$ cat config.mk
export PLATFORM = sky130hd
export DESIGN_NAME = chimera_cluster_pwr_seq
export DESIGN_NICKNAME = d
export VERILOG_FILES = /design/src/rtl/chimera_pkg.sv /design/src/rtl/rr_arb_tree.sv /design/src/rtl/chimera_cluster_pwr_seq.sv
export SDC_FILE = /design/constraint.sdc
export NUM_CORES = 1
export LEC_CHECK = 0
export CAP_MARGIN = 20
export CELL_PAD_IN_SITES_DETAIL_PLACEMENT = 1
export CELL_PAD_IN_SITES_GLOBAL_PLACEMENT = 2
export CORE_MARGIN = 2
export CORE_UTILIZATION = 35
export DETAILED_ROUTE_END_ITERATION = 8
export PLACE_DENSITY = 0.84
export SKIP_LAST_GASP = 1
export SLEW_MARGIN = 20
export SYNTH_ARGS = -nofsm -noshare
export SYNTH_HDL_FRONTEND = slang
export SYNTH_SLANG_ARGS = --single-unit
export TNS_END_PERCENT = 100
$ cat constraint.sdc
create_clock -name clk_i -period 5.8 [get_ports clk_i]
set_input_delay 1.16 -clock clk_i [delete_from_list [all_inputs] [get_ports clk_i]]
set_output_delay 1.16 -clock clk_i [all_outputs]
set_load 0.1 [all_outputs]
$ cat src/rtl/chimera_pkg.sv
`default_nettype none
// +----------------------------------------------------------------------------+
// | chimera_pkg: shared types and default timing for cluster power sequencing  |
// | Revision: 1.0                                                              |
// +----------------------------------------------------------------------------+
package chimera_pkg;

  localparam int unsigned ExtClusters              = 5;
  localparam int unsigned c_def_clk_settle_cycles  = 4;
  localparam int unsigned c_def_rst_hold_cycles    = 8;
  localparam int unsigned c_def_iso_timeout_cycles = 256;

  typedef enum logic [2:0] {
    SEQ_IDLE     = 3'd0,
    SEQ_CLK_ON   = 3'd1,
    SEQ_RST_HOLD = 3'd2,
    SEQ_DEISO    = 3'd3,
    SEQ_ISO      = 3'd4,
    SEQ_RST_ON   = 3'd5,
    SEQ_CLK_OFF  = 3'd6
  } cluster_seq_state_e;

  // Terminal count for a state lasting 'cycles' cycles; zero still means one cycle.
  function automatic int unsigned cyc_last(input int unsigned cycles);
    return (cycles == 0) ? 0 : cycles - 1;
  endfunction

endpackage
`default_nettype wire

$ cat src/rtl/rr_arb_tree.sv
`default_nettype none
// +----------------------------------------------------------------------------+
// | rr_arb_tree: round-robin selector, search starts after the last grant      |
// | Revision: 1.0                                                              |
// +----------------------------------------------------------------------------+
module rr_arb_tree #(
  parameter int unsigned NumIn    = 2,
  parameter int unsigned IdxWidth = (NumIn > 1) ? $clog2(NumIn) : 1
) (
  input  logic                clk_i,
  input  logic                rst_ni,
  input  logic [NumIn-1:0]    req_i,
  input  logic                gnt_i,
  output logic                req_o,
  output logic [IdxWidth-1:0] idx_o
);

  localparam logic [IdxWidth-1:0] c_last_idx = IdxWidth'(NumIn - 1);

  logic [IdxWidth-1:0] r_ptr;
  logic [IdxWidth-1:0] w_idx;
  logic                w_found;
  int                  w_j;

  always_comb begin
    w_found = 1'b0;
    w_idx   = '0;
    w_j     = 0;
    for (int k = 0; k < int'(NumIn); k++) begin
      w_j = (int'(r_ptr) + k) % int'(NumIn);
      if (!w_found && req_i[IdxWidth'(w_j)]) begin
        w_found = 1'b1;
        w_idx   = IdxWidth'(w_j);
      end
    end
  end

  always_ff @(posedge clk_i or negedge rst_ni) begin
    if (!rst_ni) begin
      r_ptr <= '0;
    end else if (w_found && gnt_i) begin
      r_ptr <= (w_idx == c_last_idx) ? '0 : w_idx + 1'b1;
    end
  end

  assign req_o = w_found;
  assign idx_o = w_idx;

endmodule
`default_nettype wire

$ cat src/rtl/chimera_cluster_pwr_seq.sv
`default_nettype none
// +----------------------------------------------------------------------------+
// | chimera_cluster_pwr_seq: one-at-a-time clock/reset/isolation sequencer     |
// | Revision: 1.0                                                              |
// +----------------------------------------------------------------------------+
module chimera_cluster_pwr_seq
  import chimera_pkg::*;
#(
  parameter int unsigned NumClusters      = ExtClusters,
  parameter int unsigned ClkSettleCycles  = c_def_clk_settle_cycles,
  parameter int unsigned RstHoldCycles    = c_def_rst_hold_cycles,
  parameter int unsigned IsoTimeoutCycles = c_def_iso_timeout_cycles
) (
  input  logic                   clk_i,
  input  logic                   rst_ni,
  input  logic [NumClusters-1:0] cluster_en_i,
  input  logic [NumClusters-1:0] cluster_isolated_i,
  output logic [NumClusters-1:0] cluster_clk_en_o,
  output logic [NumClusters-1:0] cluster_rst_no,
  output logic [NumClusters-1:0] cluster_isolate_o,
  output logic [NumClusters-1:0] cluster_ready_o,
  output logic [NumClusters-1:0] err_o,
  output logic                   busy_o
);

  localparam int unsigned c_idx_w   = (NumClusters > 1) ? $clog2(NumClusters) : 1;
  localparam int unsigned c_max_a   = (ClkSettleCycles > RstHoldCycles) ? ClkSettleCycles : RstHoldCycles;
  localparam int unsigned c_max_cyc = (c_max_a > IsoTimeoutCycles) ? c_max_a : IsoTimeoutCycles;
  localparam int unsigned c_cnt_w   = (c_max_cyc > 0) ? $clog2(c_max_cyc + 1) : 1;

  localparam logic [c_cnt_w-1:0] c_settle_last = c_cnt_w'(cyc_last(ClkSettleCycles));
  localparam logic [c_cnt_w-1:0] c_hold_last   = c_cnt_w'(cyc_last(RstHoldCycles));
  localparam logic [c_cnt_w-1:0] c_iso_last    = c_cnt_w'(cyc_last(IsoTimeoutCycles));

  cluster_seq_state_e r_state, w_state_d;
  logic [c_cnt_w-1:0] r_cnt, w_cnt_d;
  logic [c_idx_w-1:0] r_idx, w_idx_d;

  logic [NumClusters-1:0] r_clk_en, w_clk_en_d;
  logic [NumClusters-1:0] r_rst_n,  w_rst_n_d;
  logic [NumClusters-1:0] r_iso,    w_iso_d;
  logic [NumClusters-1:0] r_ready,  w_ready_d;
  logic [NumClusters-1:0] r_err,    w_err_d;

  logic [NumClusters-1:0] w_pending;
  logic                   w_arb_valid;
  logic [c_idx_w-1:0]     w_arb_idx;
  logic                   w_arb_gnt;
  logic                   w_ack_lo;
  logic                   w_ack_hi;

  assign w_pending = cluster_en_i ^ r_ready;
  assign w_arb_gnt = (r_state == SEQ_IDLE);
  assign w_ack_lo  = ~cluster_isolated_i[r_idx];
  assign w_ack_hi  = cluster_isolated_i[r_idx];

  rr_arb_tree #(
    .NumIn    (NumClusters),
    .IdxWidth (c_idx_w)
  ) u_arb (
    .clk_i  (clk_i),
    .rst_ni (rst_ni),
    .req_i  (w_pending),
    .gnt_i  (w_arb_gnt),
    .req_o  (w_arb_valid),
    .idx_o  (w_arb_idx)
  );

  always_comb begin
    w_state_d  = r_state;
    w_cnt_d    = r_cnt;
    w_idx_d    = r_idx;
    w_clk_en_d = r_clk_en;
    w_rst_n_d  = r_rst_n;
    w_iso_d    = r_iso;
    w_ready_d  = r_ready;
    w_err_d    = r_err;
    case (r_state)
      SEQ_IDLE: begin
        if (w_arb_valid) begin
          w_idx_d            = w_arb_idx;
          w_cnt_d            = '0;
          w_err_d[w_arb_idx] = 1'b0;
          // A cluster that is not ready is being powered up, otherwise down.
          if (!r_ready[w_arb_idx]) begin
            w_state_d             = SEQ_CLK_ON;
            w_clk_en_d[w_arb_idx] = 1'b1;
          end else begin
            w_state_d          = SEQ_ISO;
            w_iso_d[w_arb_idx] = 1'b1;
          end
        end
      end
      SEQ_CLK_ON: begin
        if (r_cnt >= c_settle_last) begin
          w_state_d        = SEQ_RST_HOLD;
          w_cnt_d          = '0;
          w_rst_n_d[r_idx] = 1'b0;
        end else begin
          w_cnt_d = r_cnt + 1'b1;
        end
      end
      SEQ_RST_HOLD: begin
        if (r_cnt >= c_hold_last) begin
          w_state_d        = SEQ_DEISO;
          w_cnt_d          = '0;
          w_rst_n_d[r_idx] = 1'b1;
          w_iso_d[r_idx]   = 1'b0;
        end else begin
          w_cnt_d = r_cnt + 1'b1;
        end
      end
      SEQ_DEISO: begin
        if (w_ack_lo || (r_cnt >= c_iso_last)) begin
          w_state_d        = SEQ_IDLE;
          w_ready_d[r_idx] = 1'b1;
          w_err_d[r_idx]   = ~w_ack_lo;
        end else begin
          w_cnt_d = r_cnt + 1'b1;
        end
      end
      SEQ_ISO: begin
        if (w_ack_hi || (r_cnt >= c_iso_last)) begin
          w_state_d        = SEQ_RST_ON;
          w_cnt_d          = '0;
          w_rst_n_d[r_idx] = 1'b0;
          w_err_d[r_idx]   = ~w_ack_hi;
        end else begin
          w_cnt_d = r_cnt + 1'b1;
        end
      end
      SEQ_RST_ON: begin
        if (r_cnt >= c_settle_last) begin
          w_state_d         = SEQ_CLK_OFF;
          w_cnt_d           = '0;
          w_clk_en_d[r_idx] = 1'b0;
          w_ready_d[r_idx]  = 1'b0;
        end else begin
          w_cnt_d = r_cnt + 1'b1;
        end
      end
      SEQ_CLK_OFF: w_state_d = SEQ_IDLE;
      default:     w_state_d = SEQ_IDLE;
    endcase
  end

  always_ff @(posedge clk_i or negedge rst_ni) begin
    if (!rst_ni) begin
      r_state  <= SEQ_IDLE;
      r_cnt    <= '0;
      r_idx    <= '0;
      r_clk_en <= '0;
      r_rst_n  <= '0;
      r_iso    <= '1;
      r_ready  <= '0;
      r_err    <= '0;
    end else begin
      r_state  <= w_state_d;
      r_cnt    <= w_cnt_d;
      r_idx    <= w_idx_d;
      r_clk_en <= w_clk_en_d;
      r_rst_n  <= w_rst_n_d;
      r_iso    <= w_iso_d;
      r_ready  <= w_ready_d;
      r_err    <= w_err_d;
    end
  end

  assign cluster_clk_en_o  = r_clk_en;
  assign cluster_rst_no    = r_rst_n;
  assign cluster_isolate_o = r_iso;
  assign cluster_ready_o   = r_ready;
  assign err_o             = r_err;
  assign busy_o            = (r_state != SEQ_IDLE);

endmodule
`default_nettype wire

-- Word-level counts from Yosys, hierarchy flattened
Index checks and enable logic that the tools add are counted.
- RAM bits: 0
- bits of input ports: 12
- memories: 0
- word-level logic and storage cells: 159
- memory bits (read-only): 0
- bits in latches: 0
- bits in registers: 43
- magnitude comparators: 12
- div/mod/pow operators: 5
- equality and inequality tests: 15
- reduce and logical (&&, ||, !) cells: 30
- multiplexer cells: 69
- add/sub/neg operators: 6
- shifts and indexed selects: 0
- multipliers: 0
- bitwise logic cells: 13
- operator list (cell ; number):
    $mod A32 B4 Y32 const B ; 4
    $mux W5 ; 14
    $mux W9 ; 5
    $pmux W9 S5 ; 1
    $mux W3 ; 13
    $mod A4 B4 Y32 const B ; 1
    $pmux W5 S2 ; 3
    $pmux W5 S3 ; 2
    $and A5 B5 Y5 ; 5
    $lt A3 B5 Y1 const B ; 5
    $bmux W1 S3 ; 7
    $or A5 B5 Y5 ; 4
    $mux W1 ; 19
    $ne A2 B2 Y1 const B ; 9
    $pmux W3 S6 ; 1
    $reduce_and A4 Y1 ; 4
    $bwmux W5 ; 2
    $not A5 Y5 ; 2
    $add A9 B1 Y9 const B ; 1
    $eq A3 B3 Y1 const B ; 3
    $ge A9 B2 Y1 const B ; 1
    $ge A9 B3 Y1 const B ; 1
    $ge A9 B8 Y1 const B ; 1
    $reduce_bool A3 Y1 ; 3
    other kinds (21) ; 39

-- Depth between registers and ports, before layout
Gate-level depths: netlist (run 1).
- depth after elaboration: 25
- depth in mapped cells: 23
- gate-level depth less buffers: 20

-- Cells and area by module
Synthesis (run 1) repeated with hierarchy kept, for this count alone.
- cell total of the unflattened synthesis: 501
- area total of the unflattened synthesis: 4067.7 µm²
- modules (own cells, without submodules) (module ; times used ; cells each ; area an instance (µm²)):
    chimera_cluster_pwr_seq ; 1 ; 261 ; 2364.8
    rr_arb_tree ; 1 ; 240 ; 1702.9

-- Worst setup path after synthesis (run 1)
Ideal clock, no wire load.
- path kind: reg2reg
- start point: register u_arb.r_ptr[0]
- end point: register r_iso[4] (netlist: cluster_isolate_o[4])
- stages on the path, launching flop included: 21
- arrival time: 4725 ps
- buffers on the path: 2
- slack: 996 ps
- clock period less this slack: 4804 ps
- data required time: 5721 ps
- setup time: 79 ps
- cell sequence: dfrtp_1 inv_1 buf_2 ha_1 buf_6 xnor2_2 inv_2 ha_1 or3b_1 o22ai_1 or2_1 ha_1 mux4_2 a221oi_1 a32oi_1 a2111oi_2 a2bb2oi_2 nand2b_1 nand3_2 o22a_1 a22o_1
- longest elaborated chain between the ends: 25
- ends and longest elaborated chain (element ; RTL line ; text):
    from (decl) ; rr_arb_tree.sv:20 ; logic [IdxWidth-1:0] r_ptr;
    from (signal assigned) ; rr_arb_tree.sv:42 ; r_ptr <= (w_idx == c_last_idx) ? '0 : w_idx + 1'b1;
    parallel branches: the longest is 25 deep, another holds $mod A32 B4 Y32 ; n/a ;
    to (signal assigned) ; chimera_cluster_pwr_seq.sv:163 ; r_iso <= w_iso_d;
    to (decl) ; chimera_cluster_pwr_seq.sv:41 ; logic [NumClusters-1:0] r_iso, w_iso_d;
Several ways; the timed one is not identified. The select of a mux whose other input is x is not followed.
A chain may end at the register's enable or synchronous reset.

-- Worst setup path in the final report (run 1)
- start point: register u_arb.r_ptr[1]
- end point: register r_state[2]
- longest elaborated chain between the ends: 22
- ends and longest elaborated chain (element ; RTL line ; text):
    parallel branches: the longest is 22 deep, another holds $mod A32 B4 Y32 ; n/a ;
    to (signal assigned) ; chimera_cluster_pwr_seq.sv:158 ; r_state <= w_state_d;
    to (decl) ; chimera_cluster_pwr_seq.sv:35 ; cluster_seq_state_e r_state, w_state_d;
Several ways; the timed one is not identified. The select of a mux whose other input is x is not followed.

==> summary.md, run 1 <==
| Metric | Value |
|---|---|
| Status | finished, final reports clean |
| Worst Path Arrival | 5.52 ns |
| Worst Path Max Fanout | 9 |
| Gr usage total | 20.1% |
| Die Y | 111 um |
| Main area contributors after synthesis | dfrtp_1, ha_1, nand2_1, nor2_1, a21oi_1 |
| Final #Nets | 555 |
| Slowest CP cell | dfrtp_1 |
| Final setup fails | 0 |
| Syn Inst Count | 487 |
| Worst slack at placement | 0.305 ns |
| Commonest non-fill, non-tap cell in the layout | nand2_1 |
| Synth area leader | dfrtp_1 |
| Largest net degree at the start of global routing | 44 |
| Sequential share of the synthesized area | 27.1% |
| Clk sink count | 43 |
| # port buffers | 37 |
| Flops & latches, synth | 43 |
| CTS HTree Levels | 2 |
| Max Clk Rate | 0.187 GHz |
| Area delta synth->final | 16.7% |
| YS warnings | 0 |
| Fin crit period | 5.34 ns |
| Synth cell types | 82 |
| Worst hold path type | reg -> reg |
| Dominant synthesized flop cell | dfrtp_1 |
| Ports | 38 |
| Clock Latency Late Sink | 0.29 ns |
| Final setup TNS | 0 ns |
| DP Wirelength | 9570 um |
| Routed wire length | 12400 um |
| Fillers | between 1000 and 1500 |
| Clk slew on worst S/H paths | 0.06 ns |
| Area of the multi-input gates | 2740 um2 |
| Wire per inst | 18.8 um |
| First-pass GRT wire length | 20600 um |
| First-pass iteration count of the detailed router | 4 |
| Max Cap Viol | 0 |
| Critical-path cell list | inv_1 -> ha_2 -> xnor2_2 -> inv_2 -> ha_1 -> or3b_1 -> o22ai_1 -> or2_1 -> ha_1 -> nor2b_1 -> o31ai_1 -> a221oi_1 -> a32oi_1 -> a2111oi_2 -> a2bb2oi_2 -> nand2b_1 -> nand3_2 -> o22a_1 -> a21bo_1 |
| RSZ-0062 raised after global routing | no |
| DRC | 0 |
| Placed Instance Area | 4480 um2 |
| Setup bufs post-CTS | 0 |
| Via count | around 3800 |
| CP max stage delay | 0.48 ns |
| Vias per cell | approximately 5.7 |
| Root buf cell | clkbuf_16 |
| CP Capture Type | flip-flop |
| Vias in the first global route | 3951 |
| Hold Violations, Final | 0 |
| Initial antenna violation count | 0 |
| Area of the mapped netlist | about 4000 um2 |
| RD Place Congestion | 0.876 |
| Clk buf depth | 2 |
| Share of cells above drive strength 1 | 10.6% |
| Worst setup SP type | flip-flop |
| Most common cell type on the critical path | ha_1 |
| Worst Path Required | 5.98 ns |
| Final Max Tran Viols | 0 |
| Die width | 111 um |
| Initial drt markers | 206 |
| Initial Util | 36.3% |
| Post-route setup slack | roughly 0.46 ns |
| Antenna-violating nets left | 0 |
| N_diodes | 0 |
| Total CTS buffers | 5 |
| Row cnt | 38 |
| Mapped Nets | 524 |
| Final Skew | about 0.0045 ns |
| Period utilization | 92.1% |
| Syn_area_per_cell | 8.20 um2 |
| EDFF count, synth | 0 |
| Crit path kind | reg -> reg |
| Final Cell Area | ~4700 um2 |
| Worst Tran Pin Value | slightly above 1 ns |
| DIE AREA | 12300 um2 |
| Async S/R FF share, synth | 100% |
| Core Area | 11000 um2 |
| Grt total ovfl | 0 |
| CTS tree | done |
| Commonest non-fill, non-tap cells in the layout | nand2_1, nor2_1, dfrtp_1 |
| Worst-case headroom to the max-slew limit | 32.2% |
| Yosys top cell area share | 23.8% |
| Reg area | 1080 um2 |
-- Yosys cell counts, drive strengths merged (3+ instances only) --
library cell	count
a21oi	29
o21ai	30
a22o	6
nand3	15
a32o	3
mux2i	8
o31a	3
o22ai	6
nor3	12
dfrtp	38
nor2	42
or3	5
nand2b	9
a2bb2oi	3
a31o	3
and2	9
nand2	60
a311oi	4
clkbuf	10
ha	24
mux2	3
xnor2	15
a211oi	8
dfstp	5
o211ai	4
inv	22
o21bai	3
and3	3
a22oi	3
o31ai	5
or3b	3
o2111ai	4
nor2b	5
buf	11
a21o	10
or2	6
xor2	7
nor4	7
a31oi	6
nor3b	4
-- logic make-up (layout without fill, tap and decap cells) --
kind of cell    count (synthesis)  count (layout)  synth area share, %
compound gates                154             154                 28.1
xor+xnor                       22              22                 5.39
fa+ha+maj                      25              25                 8.03
buf+inv                        43              75                 4.64
flops                          43              43                 27.1
mux                            12              12                 3.42
simple gates                  188             188                 23.3
-- metal layers --
metal	wire [um]	GRT usage, %	vias up
li1	-	-	1847
met1	5790	25.6	1861
met2	6060	35.8	54
met3	235	2.19	21
met4	292	6.17	0
met5	0	0	-
-- final timing paths --
check	end	start	depth (start not counted)	slack, ns
setup / recovery	r_state[2]	u_arb.r_ptr[1]	19	0.46
hold / removal	flip-flop	flip-flop	2	0.48
setup reg to reg	r_state[2]	u_arb.r_ptr[1]	19	0.46
hold reg to reg	flip-flop	flip-flop	2	0.48
max in group asynchronous	cluster_isolate_o[0]	rst_ni	2	4.51
min in group asynchronous	r_cnt[8]	rst_ni	1	0.75
-- timing repair --
action | 4_1_cts | 5_1_grt
resized for setup | 0 | 3
endpoints found under the setup margin | 0 | 20
hold buffers | 0 | 0
-- through the flow --
stage	hold slack [ns]	instances	utilization (%)
after global routing	0.491	659	42.4
after floorplan	0.485	487	-
after global placement	0.464	650	40.8
final	0.483	659	42.4
after detailed placement	0.469	650	40.8
after CTS	0.484	658	42.1
-- worst max-delay path: cells and delay by family (launching register included) --
kind	cells	cell delay (ns)
XOR/XNOR	1	0.17
flip-flops	1	0.48
AND/OR/NAND/NOR	5	1.11
buffers and inverters	2	0.39
AO/OA/AOI/OAI	8	2.22
adder cells (fa/ha/maj)	3	0.85
-- layout make-up --
class / count / area share (%)
multi-input combinational: 401 / 58.8
sequential: 43 / 23.2
timing repair buffer: 45 / 9.40
tap: 140 / 3.76
clock buffer: 6 / 2.77
inverter: 22 / 1.77
clock inverter: 2 / 0.269
Power of run 1 is not shown: default switching activity piles up to over one toggle a cycle in this logic, so the estimate is an artifact.
==> run 2, diff against run 1 <==
- CORE_ASPECT_RATIO: unset -> 0.75
- clock period: 5.8 -> 4.97 ns (I/O delays scaled with it)
==> summary.md, run 2 (same netlist as run 1, synthesis figures left out) <==
| Metric | Value |
|---|---|
| Status | finished, final reports clean |
| Levels on crit path | 20 |
| Row cnt | 33 |
| First-pass GRT wire length | 20700 um |
| Gr usage total | a little over a fifth |
| Worst hold path type | reg -> reg |
| Largest net degree at the start of global routing | 44 |
| Wire per inst | around 19 um |
| RR Startpoint | u_arb.r_ptr[2] |
| Vias per cell | 5.82 |
| Final setup TNS | 0 ns |
| Post-route setup slack | between 0.3 and 0.4 ns |
| Routed wire length | about 13000 um |
| Core Area | 11000 um2 |
| Clock Latency Late Sink | 0.29 ns |
| Die width | between 100 and 150 um |
| Final Skew | 0.00523 ns |
| Clk sink count | 43 |
| FF-to-FF path depth | 20 |
| # port buffers | 37 |
| First-pass iteration count of the detailed router | 4 |
| Worst Path Max Fanout | 15 |
| Ports | 38 |
| RD Place Congestion | roughly 0.91 |
| Hold Violations, Final | 0 |
| CP startpoint | u_arb.r_ptr[2] |
| Critical-path cell list | buf_4 -> ha_1 -> o21a_1 -> a21oi_1 -> xnor2_1 -> ha_1 -> fa_1 -> a21boi_2 -> a31o_2 -> mux2_2 -> nor4_1 -> buf_4 -> a311o_1 -> nor3_4 -> and2_1 -> a32o_2 -> inv_2 -> nand2_1 -> o22a_1 -> a22o_1 |
| Root buf cell | clkbuf_16 |
| Worst Tran Pin Value | between 1 and 1.5 ns |
| Worst Path Required | 5.19 ns |
| Initial drt markers | between 200 and 250 |
| Worst setup SP type | flip-flop |
| Antenna-violating nets left | 0 |
| Area delta synth->final | 21.2% |
| Area of the multi-input gates | 2790 um2 |
| CTS HTree Levels | 2 |
| CP top delay family | compound AO/OA/AOI/OAI gates |
| DP Wirelength | 10100 um |
| Final #Nets | 570 |
| Fin crit period | roughly 4.6 ns |
| Worst Path Arrival | 4.87 ns |
| CP bufs+invs | 3 |
| Fillers | 1313 |
| Cts hold-fix bufs | 0 |
| CP max stage delay | ~0.4 ns |
| Total CTS buffers | 5 |
| Vias in the first global route | 3794 |
| Share of cells above drive strength 1 | approximately 15% |
| Die Y | 96.5 um |
| Final setup fails | 0 |
| Hold Crit Depth | 2 |
| Commonest non-fill, non-tap cells in the layout | nand2_1, nor2_1, dfrtp_1 |
| CP Capture Type | flip-flop |
| Reg area | 1080 um2 |
| Via count | 3925 |
| Crit path kind | reg -> reg |
| Final Max Tran Viols | 0 |
| DRC | 0 |
| DIE AREA | 12300 um2 |
| Commonest non-fill, non-tap cell in the layout | nand2_1 |
| Worst-case headroom to the max-slew limit | between 30% and 40% |
| Initial Util | 36.2% |
| Max Clk Rate | 0.215 GHz |
| Initial antenna violation count | 0 |
| Worst slack at placement | 0.130 ns |
| Period utilization | around 93% |
| CTS tree | done |
| Grt total ovfl | 0 |
| Max Cap Viol | 0 |
| Clk buf depth | 2 |
| Clk slew on worst S/H paths | roughly 0.060 ns |
| N_diodes | 0 |
| Slowest CP cell | fa_1 |
| RSZ-0062 raised after global routing | no |
run 2: metrics by stage:
| step | util [%] | instances | cell area, um2 | hold WS, ns |
|---|---|---|---|---|
| finish | 43.9 | 674 | 4840 | 0.473 |
| global route | 43.9 | 674 | 4840 | 0.514 |
| CTS | 43.2 | 673 | 4760 | 0.477 |
| detailed placement | 41.7 | 665 | 4590 | 0.461 |
| global placement | 41.7 | 665 | 4590 | 0.460 |
| floorplan | - | 487 | 3990 | 0.485 |
run 2: path summary, 6_finish.rpt:
kind / slack, ns / to
min in group asynchronous: 0.85 / r_cnt[5]
max in group asynchronous: 3.50 / async pin
max: 0.32 / cluster_isolate_o[4]
min reg2reg: 0.47 / flip-flop
max reg2reg: 0.32 / cluster_isolate_o[4]
min: 0.47 / flip-flop
run 2: what timing repair did:
action / 4_1_cts / 5_1_grt
setup endpoints to repair: 0 / 26
setup buffers: 0 / 1
resized for setup: 0 / 15
run 2: routing by layer:
metal / vias to the layer above / wire length, um / global-route usage, %
li1: 1884 / - / -
met1: 1926 / 6850 / 34.5
met2: 110 / 5220 / 30.4
met3: 5 / 788 / 3.41
met4: 0 / 44 / 2.84
met5: - / 0 / 0
run 2: layout make-up:
type | instances | area share (%)
timing repair buffer | 60 | 11.1
inverter | 22 | 1.71
clock inverter | 3 | 0.905
clock buffer | 5 | 2.59
sequential | 43 | 22.4
multi-input combinational | 401 | 57.7
tap | 140 | 3.62
run 2: worst reg2reg max path: stages (launching register included):
cell and delay (ns):
dfrtp_1 0.36, buf_4 0.27, ha_1 0.22, o21a_1 0.24, a21oi_1 0.09, xnor2_1 0.16, ha_1 0.21, fa_1 0.39
a21boi_2 0.18, a31o_2 0.29, mux2_2 0.27, nor4_1 0.19, buf_4 0.18, a311o_1 0.18, nor3_4 0.07, and2_1 0.17
a32o_2 0.34, inv_2 0.20, nand2_1 0.09, o22a_1 0.25, a22o_1 0.24
Power of run 2 is left out for the same reason.
==> run 3, diff against run 2 <==
- CAP_MARGIN: 20 -> unset
- CORE_ASPECT_RATIO: 0.75 -> 1.5
==> summary.md, run 3 (same netlist as run 1, synthesis figures left out) <==
| Metric | Value |
|---|---|
| Routed wire length | 13400 um |
| Die Y | 135 um |
| Clk buf depth | 2 |
| Hold_ws | a little under 0.5 ns |
| Final #Nets | 579 |
| Worst Path Max Fanout | 6 |
| Util after Layout | 44.1% |
| Max Clk Rate | between 0.2 and 0.25 GHz |
| Post-route setup slack | between 0.2 and 0.3 ns |
| DP Wirelength | 10500 um |
| Worst Path Required | 5.15 ns |
| First-pass GRT wire length | 21700 um |
| Status | finished, final reports clean |
| Clock Latency Late Sink | 0.29 ns |
| Vias in the first global route | 4181 |
| Worst Path Arrival | around 4.9 ns |
| Initial Util | 36.1% |
| Final setup fails | 0 |
| Slowest CP cell | a2111oi_2 |
| Row cnt | 47 |
| Root buf cell | clkbuf_16 |
| RR Startpoint | u_arb.r_ptr[1] |
| CP Capture Type | flip-flop |
| # port buffers | 37 |
| Grt total ovfl | 0 |
| Total CTS buffers | 5 |
| Ports | 38 |
| Gr usage total | 22.0% |
| Worst-case headroom to the max-slew limit | 31.3% |
| Fin crit period | roughly 4.7 ns |
| DIE AREA | 12300 um2 |
| Clk slew on worst S/H paths | 0.06 ns |
| Die width | about 90 um |
| Final Max Tran Viols | 0 |
| Max Cap Viol | 0 |
| Core Area | 11100 um2 |
| R2R Setup Slk | between 0.2 and 0.3 ns |
| Period utilization | 94.6% |
| Worst slack at placement | 0.159 ns |
| Share of cells above drive strength 1 | 15.7% |
| CTS tree | done |
| DRC | 0 |
| CP startpoint | u_arb.r_ptr[1] |
| Worst Tran Pin Value | 1.03 ns |
| Initial drt markers | roughly 110 |
| CTS HTree Levels | 2 |
| Commonest non-fill, non-tap cells in the layout | nand2_1, nor2_1, dfrtp_1 |
| FF-to-FF path depth | 20 |
| CP max stage delay | 0.41 ns |
| Vias per cell | 5.76 |
| Initial antenna violation count | 0 |
| Worst hold path type | reg -> reg |
| Clk sink count | 43 |
| RD Place Congestion | 0.899 |
| Largest net degree at the start of global routing | 44 |
| N_diodes | 0 |
| Hold Violations, Final | 0 |
| Crit path kind | reg -> reg |
| Wire per inst | 19.4 um |
| Antenna-violating nets left | 0 |
| Commonest non-fill, non-tap cell in the layout | nand2_1 |
| Crit path capture | r_state[2] |
| Worst setup SP type | flip-flop |
| Via count | ~4000 |
| Area delta synth->final | 22.1% |
| Final Skew | 0.00377 ns |
| First-pass iteration count of the detailed router | 4 |
| Critical-path cell list | clkinvlp_4 -> buf_4 -> ha_1 -> o21a_1 -> a21oi_1 -> xnor2_1 -> ha_1 -> fa_1 -> a21boi_2 -> a31o_2 -> mux2_2 -> nor4_2 -> buf_4 -> a311oi_1 -> a2111oi_2 -> a2bb2oi_2 -> nand2b_1 -> nand3_2 -> o22a_2 -> a21bo_1 |
| R2r endpoint | r_state[2] |
## run 3: cell types whose count changed in the layout (fill, tap and decap cells not counted), sizes merged
cell | previous run | this run
clkinvlp | 0 | 1
bufinv | 1 | 0
clkinv | 2 | 1
buf | 24 | 33
clkbuf | 5 | 7
inv | 22 | 21
## run 3: what timing repair did
item | 4_1_cts | 5_1_grt
hold buffers | 0 | 0
endpoints found under the setup margin | 0 | 26
buffers inserted | 0 | 9
gates resized for setup | 0 | 12
## run 3: worst min path at each step
stage,startpoint,end,depth (start not counted)
detailed placement,flip-flop,flip-flop,2
finish,flip-flop,flip-flop,2
CTS,flip-flop,flip-flop,2
global placement,flip-flop,flip-flop,2
global route,cluster_clk_en_o[3],cluster_clk_en_o[3],1
floorplan,r_cnt[7],r_cnt[7],2
## run 3: critical path, delay by kind of cell (launching register included)
kind            cells  cell delay [ns]
fa+ha+maj           3             0.90
buf+inv             3             0.46
compound gates      9             2.06
flops               1             0.39
simple gates        3             0.40
xor+xnor            1             0.11
mux                 1             0.27
## run 3: layout make-up
cell class	count	area [um2]
sequential	43	1080
inverter	22	86.3
clock inverter	1	5.00
timing repair buffer	69	606
multi-input combinational	401	2780
tap	147	184
fill	1377	6180
clock buffer	7	133
## run 3: layer usage
metal / vias to the layer above / part of all wire (%) / GRT usage (%)
met2: 69 / 57 / 44.0
met3: 35 / 2.3 / 2.73
li1: 1899 / - / -
met1: 1969 / 37 / 22.4
met4: 0 / 3.6 / 9.68
met5: - / 0 / 0
## run 3: per-stage QoR
step                      cells  setup TNS, ns  cell area, um2
after floorplan             487              0            3990
after global placement      673              0            4610
after detailed placement    673              0            4610
after CTS                   681              0            4750
after global routing        690        -0.0282            4870
final                       690              0            4870
Power of run 3 is left out for the same reason.
